## config.mk

```make
export PLATFORM = sky130hd
export DESIGN_NAME = data_mem_responder
export DESIGN_NICKNAME = d
export VERILOG_FILES = /design/src/rtl/data_mem_responder.sv
export SDC_FILE = /design/constraint.sdc
export NUM_CORES = 2
export LEC_CHECK = 0
export BUFFER_PORTS_ARGS = -buffer_cell sky130_fd_sc_hd__clkbuf_2
export CORE_AREA = 5 5 460 462
export DETAILED_ROUTE_END_ITERATION = 12
export DIE_AREA = 0 0 465 467
export PLACE_DENSITY_LB_ADDON = 0.05
export SLEW_MARGIN = 20
export SYNTH_ARGS = -nofsm -noshare
export SYNTH_HDL_FRONTEND = slang
export SYNTH_SLANG_ARGS = --single-unit
export TNS_END_PERCENT = 5
```

## constraint.sdc

```tcl
create_clock -name clk -period 3.5 [get_ports clk]
set_input_delay 0.175 -clock clk [delete_from_list [all_inputs] [get_ports clk]]
set_output_delay 0.175 -clock clk [all_outputs]
set_load 0.05 [all_outputs]
```

## src/rtl/data_mem_responder.sv

```systemverilog
`default_nettype none
// ============================================================================
// Module  : data_mem_responder
// Brief   : Round-robin multi-channel memory responder on one single-ported
//           array. Writes are served only when DATA_MEM_RESP_WRITE_EN is set.
// Rev     : 1.0  initial release
// ============================================================================
module data_mem_responder #(
    parameter int ADDR_BITS = 8,
    parameter int DATA_BITS = 8,
    parameter int CHANNELS  = 4,
    parameter int LATENCY   = 2
) (
    input  logic                           clk,
    input  logic                           reset,
    input  logic [CHANNELS-1:0]            mem_read_valid,
    input  logic [CHANNELS*ADDR_BITS-1:0]  mem_read_address,
    output logic [CHANNELS-1:0]            mem_read_ready,
    output logic [CHANNELS*DATA_BITS-1:0]  mem_read_data,
    input  logic [CHANNELS-1:0]            mem_write_valid,
    input  logic [CHANNELS*ADDR_BITS-1:0]  mem_write_address,
    input  logic [CHANNELS*DATA_BITS-1:0]  mem_write_data,
    output logic [CHANNELS-1:0]            mem_write_ready,
    input  logic                           load_en,
    input  logic [ADDR_BITS-1:0]           load_addr,
    input  logic [DATA_BITS-1:0]           load_data
);

    localparam int c_CH_BITS  = (CHANNELS > 1) ? $clog2(CHANNELS) : 1;
    localparam int c_CNT_BITS = (LATENCY > 1) ? $clog2(LATENCY) : 1;
    localparam int c_DEPTH    = 1 << ADDR_BITS;

    localparam logic [1:0] c_S_IDLE = 2'd0;
    localparam logic [1:0] c_S_BUSY = 2'd1;
    localparam logic [1:0] c_S_RESP = 2'd2;

    logic [1:0]            r_state;
    logic [1:0]            w_next_state;
    logic [c_CH_BITS-1:0]  r_rr;
    logic [c_CH_BITS-1:0]  r_ch;
    logic [c_CH_BITS-1:0]  w_grant_ch;
    logic [c_CH_BITS-1:0]  w_rr_next;
    logic [c_CNT_BITS-1:0] r_cnt;
    logic [ADDR_BITS-1:0]  r_addr;
    logic [ADDR_BITS-1:0]  w_sel_addr;
    logic [DATA_BITS-1:0]  r_mem [c_DEPTH];
    logic [DATA_BITS-1:0]  w_mem_rdata;
    logic [DATA_BITS-1:0]  r_rdata [CHANNELS];
    logic [ADDR_BITS-1:0]  w_rd_addr [CHANNELS];
    logic [CHANNELS-1:0]   w_wr_valid;
    logic [CHANNELS-1:0]   w_eligible;
    logic                  w_any;
    logic                  w_grant;
    logic                  w_commit;
    logic                  w_commit_read;
    int                    w_idx;

`ifdef DATA_MEM_RESP_WRITE_EN
    logic                  r_is_write;
    logic [DATA_BITS-1:0]  r_wdata;
    logic                  w_grant_is_write;
    logic [ADDR_BITS-1:0]  w_wr_addr [CHANNELS];
    logic [DATA_BITS-1:0]  w_wr_data [CHANNELS];

    assign w_wr_valid = mem_write_valid;

    for (genvar c = 0; c < CHANNELS; c++) begin : g_wr_ch
        assign w_wr_addr[c] = mem_write_address[c*ADDR_BITS +: ADDR_BITS];
        assign w_wr_data[c] = mem_write_data[c*DATA_BITS +: DATA_BITS];
    end

    // A channel with both valids is served as a read; its write waits for a later grant.
    assign w_grant_is_write = !mem_read_valid[w_grant_ch];
    assign w_sel_addr       = w_grant_is_write ? w_wr_addr[w_grant_ch] : w_rd_addr[w_grant_ch];
    assign w_commit_read    = w_commit && !r_is_write;

    always_ff @(posedge clk) begin
        if (!reset) begin
            r_is_write <= 1'b0;
            r_wdata    <= '0;
        end else if (w_grant) begin
            r_is_write <= w_grant_is_write;
            r_wdata    <= w_wr_data[w_grant_ch];
        end
    end
`else
    logic w_unused_write;

    assign w_wr_valid     = '0;
    assign w_sel_addr     = w_rd_addr[w_grant_ch];
    assign w_commit_read  = w_commit;
    assign w_unused_write = ^{mem_write_valid, mem_write_address, mem_write_data};
`endif

    assign w_eligible = mem_read_valid | w_wr_valid;

    // Round-robin search starting at r_rr; walking backwards lets the nearest hit win.
    always_comb begin
        w_any      = 1'b0;
        w_grant_ch = '0;
        w_idx      = 0;
        for (int i = CHANNELS - 1; i >= 0; i--) begin
            w_idx = int'(r_rr) + i;
            if (w_idx >= CHANNELS) begin
                w_idx = w_idx - CHANNELS;
            end
            if (w_eligible[c_CH_BITS'(w_idx)]) begin
                w_any      = 1'b1;
                w_grant_ch = c_CH_BITS'(w_idx);
            end
        end
    end

    assign w_rr_next = (w_grant_ch == c_CH_BITS'(CHANNELS - 1)) ? '0
                                                                : w_grant_ch + c_CH_BITS'(1);

    always_ff @(posedge clk) begin
        if (!reset) begin
            r_state <= c_S_IDLE;
        end else begin
            r_state <= w_next_state;
        end
    end

    always_comb begin
        w_next_state = r_state;
        case (r_state)
            c_S_IDLE: if (w_any) w_next_state = c_S_BUSY;
            c_S_BUSY: if (r_cnt == '0) w_next_state = c_S_RESP;
            c_S_RESP: w_next_state = c_S_IDLE;
            default:  w_next_state = c_S_IDLE;
        endcase
    end

    // Commit is suppressed on a reset edge so an aborted write never lands.
    always_comb begin
        w_grant         = 1'b0;
        w_commit        = 1'b0;
        mem_read_ready  = '0;
        mem_write_ready = '0;
        case (r_state)
            c_S_IDLE: w_grant  = w_any;
            c_S_BUSY: w_commit = (r_cnt == '0) && reset;
            c_S_RESP: begin
`ifdef DATA_MEM_RESP_WRITE_EN
                if (r_is_write) mem_write_ready[r_ch] = 1'b1;
                else
`endif
                mem_read_ready[r_ch] = 1'b1;
            end
            default: ;
        endcase
    end

    always_ff @(posedge clk) begin
        if (!reset) begin
            r_rr   <= '0;
            r_cnt  <= '0;
            r_ch   <= '0;
            r_addr <= '0;
        end else if (w_grant) begin
            r_rr   <= w_rr_next;
            r_cnt  <= c_CNT_BITS'(LATENCY - 1);
            r_ch   <= w_grant_ch;
            r_addr <= w_sel_addr;
        end else if (r_state == c_S_BUSY && r_cnt != '0) begin
            r_cnt  <= r_cnt - c_CNT_BITS'(1);
        end
    end

    // Storage has no reset; the load port is written last so it wins a same-address collision.
    always_ff @(posedge clk) begin
`ifdef DATA_MEM_RESP_WRITE_EN
        if (w_commit && r_is_write) begin
            r_mem[r_addr] <= r_wdata;
        end
`endif
        if (load_en) begin
            r_mem[load_addr] <= load_data;
        end
    end

    assign w_mem_rdata = r_mem[r_addr];

    for (genvar c = 0; c < CHANNELS; c++) begin : g_ch
        assign w_rd_addr[c] = mem_read_address[c*ADDR_BITS +: ADDR_BITS];
        assign mem_read_data[c*DATA_BITS +: DATA_BITS] = r_rdata[c];

        always_ff @(posedge clk) begin
            if (!reset) begin
                r_rdata[c] <= '0;
            end else if (w_commit_read && r_ch == c_CH_BITS'(c)) begin
                r_rdata[c] <= w_mem_rdata;
            end
        end
    end

endmodule
`default_nettype wire

```

=== Yosys cells after proc, flatten, opt, wreduce, memory -nomap -nowiden ===
Memory sizes are Yosys's and may differ from the RTL's. A register that Yosys moved wholly into a read port is not among the register bits.
Cells that the tools add are included.

* Add/sub/neg operators: 9
* $lt $le $gt $ge: 11
* Equal/unequal tests: 8
* Mux-type cells: 59
* Bitwise operators: 6
* Reductions and logical operators: 11

{| class="wikitable"
|+ Operators with widths
! cell !! count
|-
| $mux 8 || 8
|-
| $mux 1 || 32
|-
| $mux 2 || 11
|-
| $bmux 8 s2 || 1
|-
| $lt 2x4->1 const B || 4
|-
| $ge 3x3->1 const B || 4
|-
| $bmux 1 s2 || 4
|-
| $eq 2x2->1 const B || 4
|-
| $sub 2x1->2 const B || 4
|-
| $logic_and 1x1->1 || 7
|-
| $add 2x2->3 const B || 2
|-
| $eq 2x1->1 const B || 2
|-
| $logic_not 2->1 || 2
|-
| $mux 4 || 1
|-
| $ne 2x2->1 const B || 2
|-
| $or 1x1->1 || 4
|-
| $pmux 2 s2 || 1
|-
| $add 2x1->3 const B || 1
|-
| $ge 2x3->1 const B || 1
|-
| $lt 2x3->1 const B || 1
|-
| $not 2->3 || 1
|-
| $add 2x1->2 const B || 1
|-
| $demux 1 s2 || 1
|-
| $ge 2x1->1 const B || 1
|-
| 4 further kinds || 4
|}

* Bits in registers: 15
* RAM bits: 2,080
* Input bits: 123
* Output and inout port bits: 40
* Word-level logic and storage cells: 111
* Memories: 2

{| class="wikitable"
|+ Memories
! name !! words !! width !! rd ports !! clocked after Yosys merged registers in !! wr ports !! RTL line !! RTL
|-
| r_mem || 256 || 8 || 1 || 1 || 1 || 46 || <nowiki>logic [DATA_BITS-1:0] r_mem [c_DEPTH];</nowiki>
|-
| r_rdata || 4 || 8 || 4 || 0 || 4 || 48 || <nowiki>logic [DATA_BITS-1:0] r_rdata [CHANNELS];</nowiki>
|}

=== Depth between registers and ports, before layout ===
* Depth after elaboration: 16
* Mapped depth: 12
* Gate-level depth less buffers: 7

=== Least setup slack after synthesis ===
OpenSTA, ideal clock, no wires.

* Path type: flip-flop to flip-flop
* Start: register with a tool-made name
* End: memory r_rdata[0][3] (data pin)
* Library setup time: 0.267 ns
* Data arrival time: 2.251 ns
* Data required time: 3.233 ns
* Path slack: 0.981 ns
* Cell stages (with the launch flop): 10
* Path buffers: 4
* Period minus slack after synthesis: 2.519 ns
* Path through: dfxtp_1 buf_6 buf_8 buf_4 buf_4 mux4_2 a22oi_1 a21oi_1 o41ai_4 nor3_2

{| class="wikitable"
|+ RTL lines
! what !! RTL line
|-
| end: declaration || 48
|}

==> impl_metrics.tcl <==
set metrics [dict create \
    status "complete, but fails checks" \
    violations "negative setup slack" \
    worst_ep_required_time_ns 4.08 \
    timing.rr.end "r_rdata[2][4]" \
    netlist_instances 3942 \
    synth_top_family_by_area "multiplexers" \
    worst-slew-pin-transition_ns 1.03 \
    rsz0062_at_grt "yes" \
    fill_cells 17400 \
    reg2reg_depth 10 \
    use_met3 0.0342 \
    clk_pin_slew_ns 0.06 \
    setup_tns_ns -0.0113 \
    cts_root_buf "clkbuf_16" \
    cpMaxStageDelayCell "mux4_2" \
    power_mw 59.4 \
    synth_top_area_cell "edfxtp_1" \
    yosys.area_share.simple 0.0319 \
    first_pass_iters 5 \
    ys_ff_latch 2103 \
    grt_pass1_vias 43200 \
    fin_crit_ns 3.51 \
    synthXorXnorAreaFrac 0.000106 \
    use_met1 0.328 \
    cts_made_buffers 221 \
    yosysSeqAreaShare 0.765 \
    netSwitchingFraction 0.251 \
    seq_area_um2 62900 \
    slowest_delay_ns 0.52 \
    port_buffers 90 \
    core_um2 207000 \
    drtAntennaViolNets 0 \
    fin_crit_sh 1.00 \
    die_y_um 467 \
    yosys.cell_types.count 76 \
    drtIter0Drc 4252 \
    io_pins 163 \
    crit_top_cell "buf_12" \
    stdcell_count 7608 \
    mostFrequentLayoutCells "edfxtp_1, buf_4, mux4_2" \
    hold_start "load_data[0]" \
    placed_cells 7146 \
    power_switching_mw 14.9 \
    finalWeightedCongestion 0.820 \
    multi_input_area_um2 17800 \
    power_density_nw_per_um2 607 \
    layout_commonest_cell "edfxtp_1" \
    track_usage 0.229 \
    drc 0 \
    synth_area_leaders "edfxtp_1, mux4_2, nor2_1" \
    syn_area_um2 82300 \
    grt_max_degree 105 \
    viasPerCell 5.58 \
    synth-adder-area-share 0 \
    synth_ff_type "edfxtp_1" \
    synth_area_per_cell_um2 20.9 \
    finalHoldViolCount 0 \
    maxSlewHeadroom 0.308 \
    setup_ws_ns -0.00829 \
    path_cells "buf_12, buf_16, buf_12, mux4_2, a22oi_1, a21oi_1, nor4_1, buf_4, or2_1, nor3_1" \
    ys_async_sr_fraction 0 \
    synth-compound-area-share 0.0301 \
    grt_pass1_wl_mm 349 \
    slew_violations 0 \
    path_buf_inv 4 \
    min_to "r_mem[151][0]" \
    seq_power_share 0.469 \
    worst_ep_arrival_time_ns 4.09 \
    wirelength_mm 251 \
    yosysWarnings 0 \
    min_path_type "in2reg" \
    p_leak_nw 31.6 \
    intPower_mw 44.5 \
    synth_edf_count 2080 \
    crit_family "buffers and inverters" \
    dr_total_vias 42400 \
    muxShareOfSynthArea 0.153 \
    dieArea_um2 217000 \
    finalClockSkew_ns 0.0259 \
    clkPwrFrac 0.388 \
    holdPathStages 1 \
    critPathMaxFanout 19 \
    p_comb_frac 0.142 \
    synth_top_area_frac 0.759 \
    cts_tree "yes" \
    startpoint_type "register" \
    insertion_delay_ns 0.85 \
    num_rows 167 \
    grt.busiest_layer "met2" \
    post-dp-hpwl_mm 165 \
    routedWlPerCell_um 33.0 \
    clock-sinks 2103 \
    initial_utilization 0.398 \
    antenna_found_initial 11 \
    critPathKind "reg2reg" \
    cts_max_level 4 \
    die_w_um 465 \
    cap_violations 0 \
    clockBufferDepth 3 \
    finalSetupViolations 2 \
    final_net_count 4833 \
    max_freq_mhz 285 \
    reg2reg_slack_ns -0.008 \
    ir_drop_mv 0.537 \
    use_met2 0.376 \
    endpoint_kind "register" \
    grt_overflow 0 \
    area_delta_synth_final_pct 19.0 \
    layout-drive-gt1-share 0.323 \
]
==> registers in the layout, indices dropped and copies added (netlist names), named ones only <==
name and cells:
r_addr 8, r_rdata 32, r_cnt 1, r_ch 2, r_rr 2, r_mem 2048, r_state 2
==> metal layers <==
layer	vias up	routed length, um
met5	-	0
met2	1249	122000
li1	18000	-
met1	23000	112000
met4	0	5010
met3	270	12900
==> layout make-up <==
class,count,area share
multi-input cells,1600,0.182
repair buffers,773,0.0677
inverters,11,0.000434
flip-flops and latches,2103,0.643
well taps,2704,0.0346
clock inverters,130,0.0122
clock buffers,281,0.0601
diodes,6,0.000153
==> logic make-up (layout without fill, tap and decap cells) <==
| family | count (synthesis) | after routing |
|---|---|---|
| multiplexers | 635 | 635 |
| AO/OA/AOI/OAI | 355 | 355 |
| AND/OR/NAND/NOR | 605 | 605 |
| XOR/XNOR | 1 | 1 |
| other | 1 | 10 |
| buffers and inverters | 242 | 1195 |
| flip-flops | 2103 | 2103 |
==> through the flow <==
step                      hold WS (ns)  setup slack (ns)   util  instance area, um2
final                           0.0948          -0.00829  0.474               97900
after global routing            0.0793          -0.00818  0.474               97900
after CTS                      0.00979            0.0214  0.473               97800
after detailed placement         0.450            -0.414  0.437               90200
after global placement           0.433            -0.538  0.437               90200
after floorplan                  0.274             0.981      -               82300
==> how the worst max path moves through the flow <==
stage / start / endpoint / slack, ns / cells past startpoint
2_1_floorplan: register / r_rdata[0][3] / 0.98 / 9
3_3_place_gp: register / r_rdata[1][2] / -0.54 / 12
3_5_place_dp: register / r_rdata[2][1] / -0.41 / 11
4_1_cts: register / r_rdata[0][0] / 0.02 / 13
5_1_grt: register / r_rdata[2][1] / -0.008 / 12
6_report: register / r_rdata[2][4] / -0.008 / 10
==> Yosys cell counts (all sizes together), types with 3 or more instances <==
library cell	number
edfxtp	2080
or2	6
inv	10
nor2	326
nor4	9
mux2	49
mux2i	102
o22ai	37
o21ai	35
clkbuf	87
and2	3
a22o	12
a21oi	77
a32oi	4
o31ai	5
a211oi	14
o221a	3
nand2b	18
nor3	20
and3	7
a31oi	8
dfxtp	23
o311ai	4
a31o	3
a221oi	16
mux4	484
o211ai	19
a22oi	77
nand4	10
buf	143
nor2b	23
o221ai	15
a2111oi	8
o2111ai	4
nor3b	6
nand3	37
nand2	132
==> power groups by stage <==
stage               Combinational, mW  Sequential [mW]  Clock (mW)
floorplan                        4.21             28.4           0
global placement                 8.37             28.4           0
detailed placement               8.36             28.4           0
CTS                              8.51             27.9        23.6
global route                     8.83             27.9        24.7
finish                           8.46             27.9        23.1
==> what timing repair did <==
item / CTS / global route
pin swaps: 1 / 0
buffers inserted: 2 / 0
hold buffers: 42 / 0
setup endpoints to repair: 20 / 28
hold endpoints to repair: 393 / 0
cloned: 0 / 1
resized for setup: 12 / 14
Power figures use the tool's default switching activity.
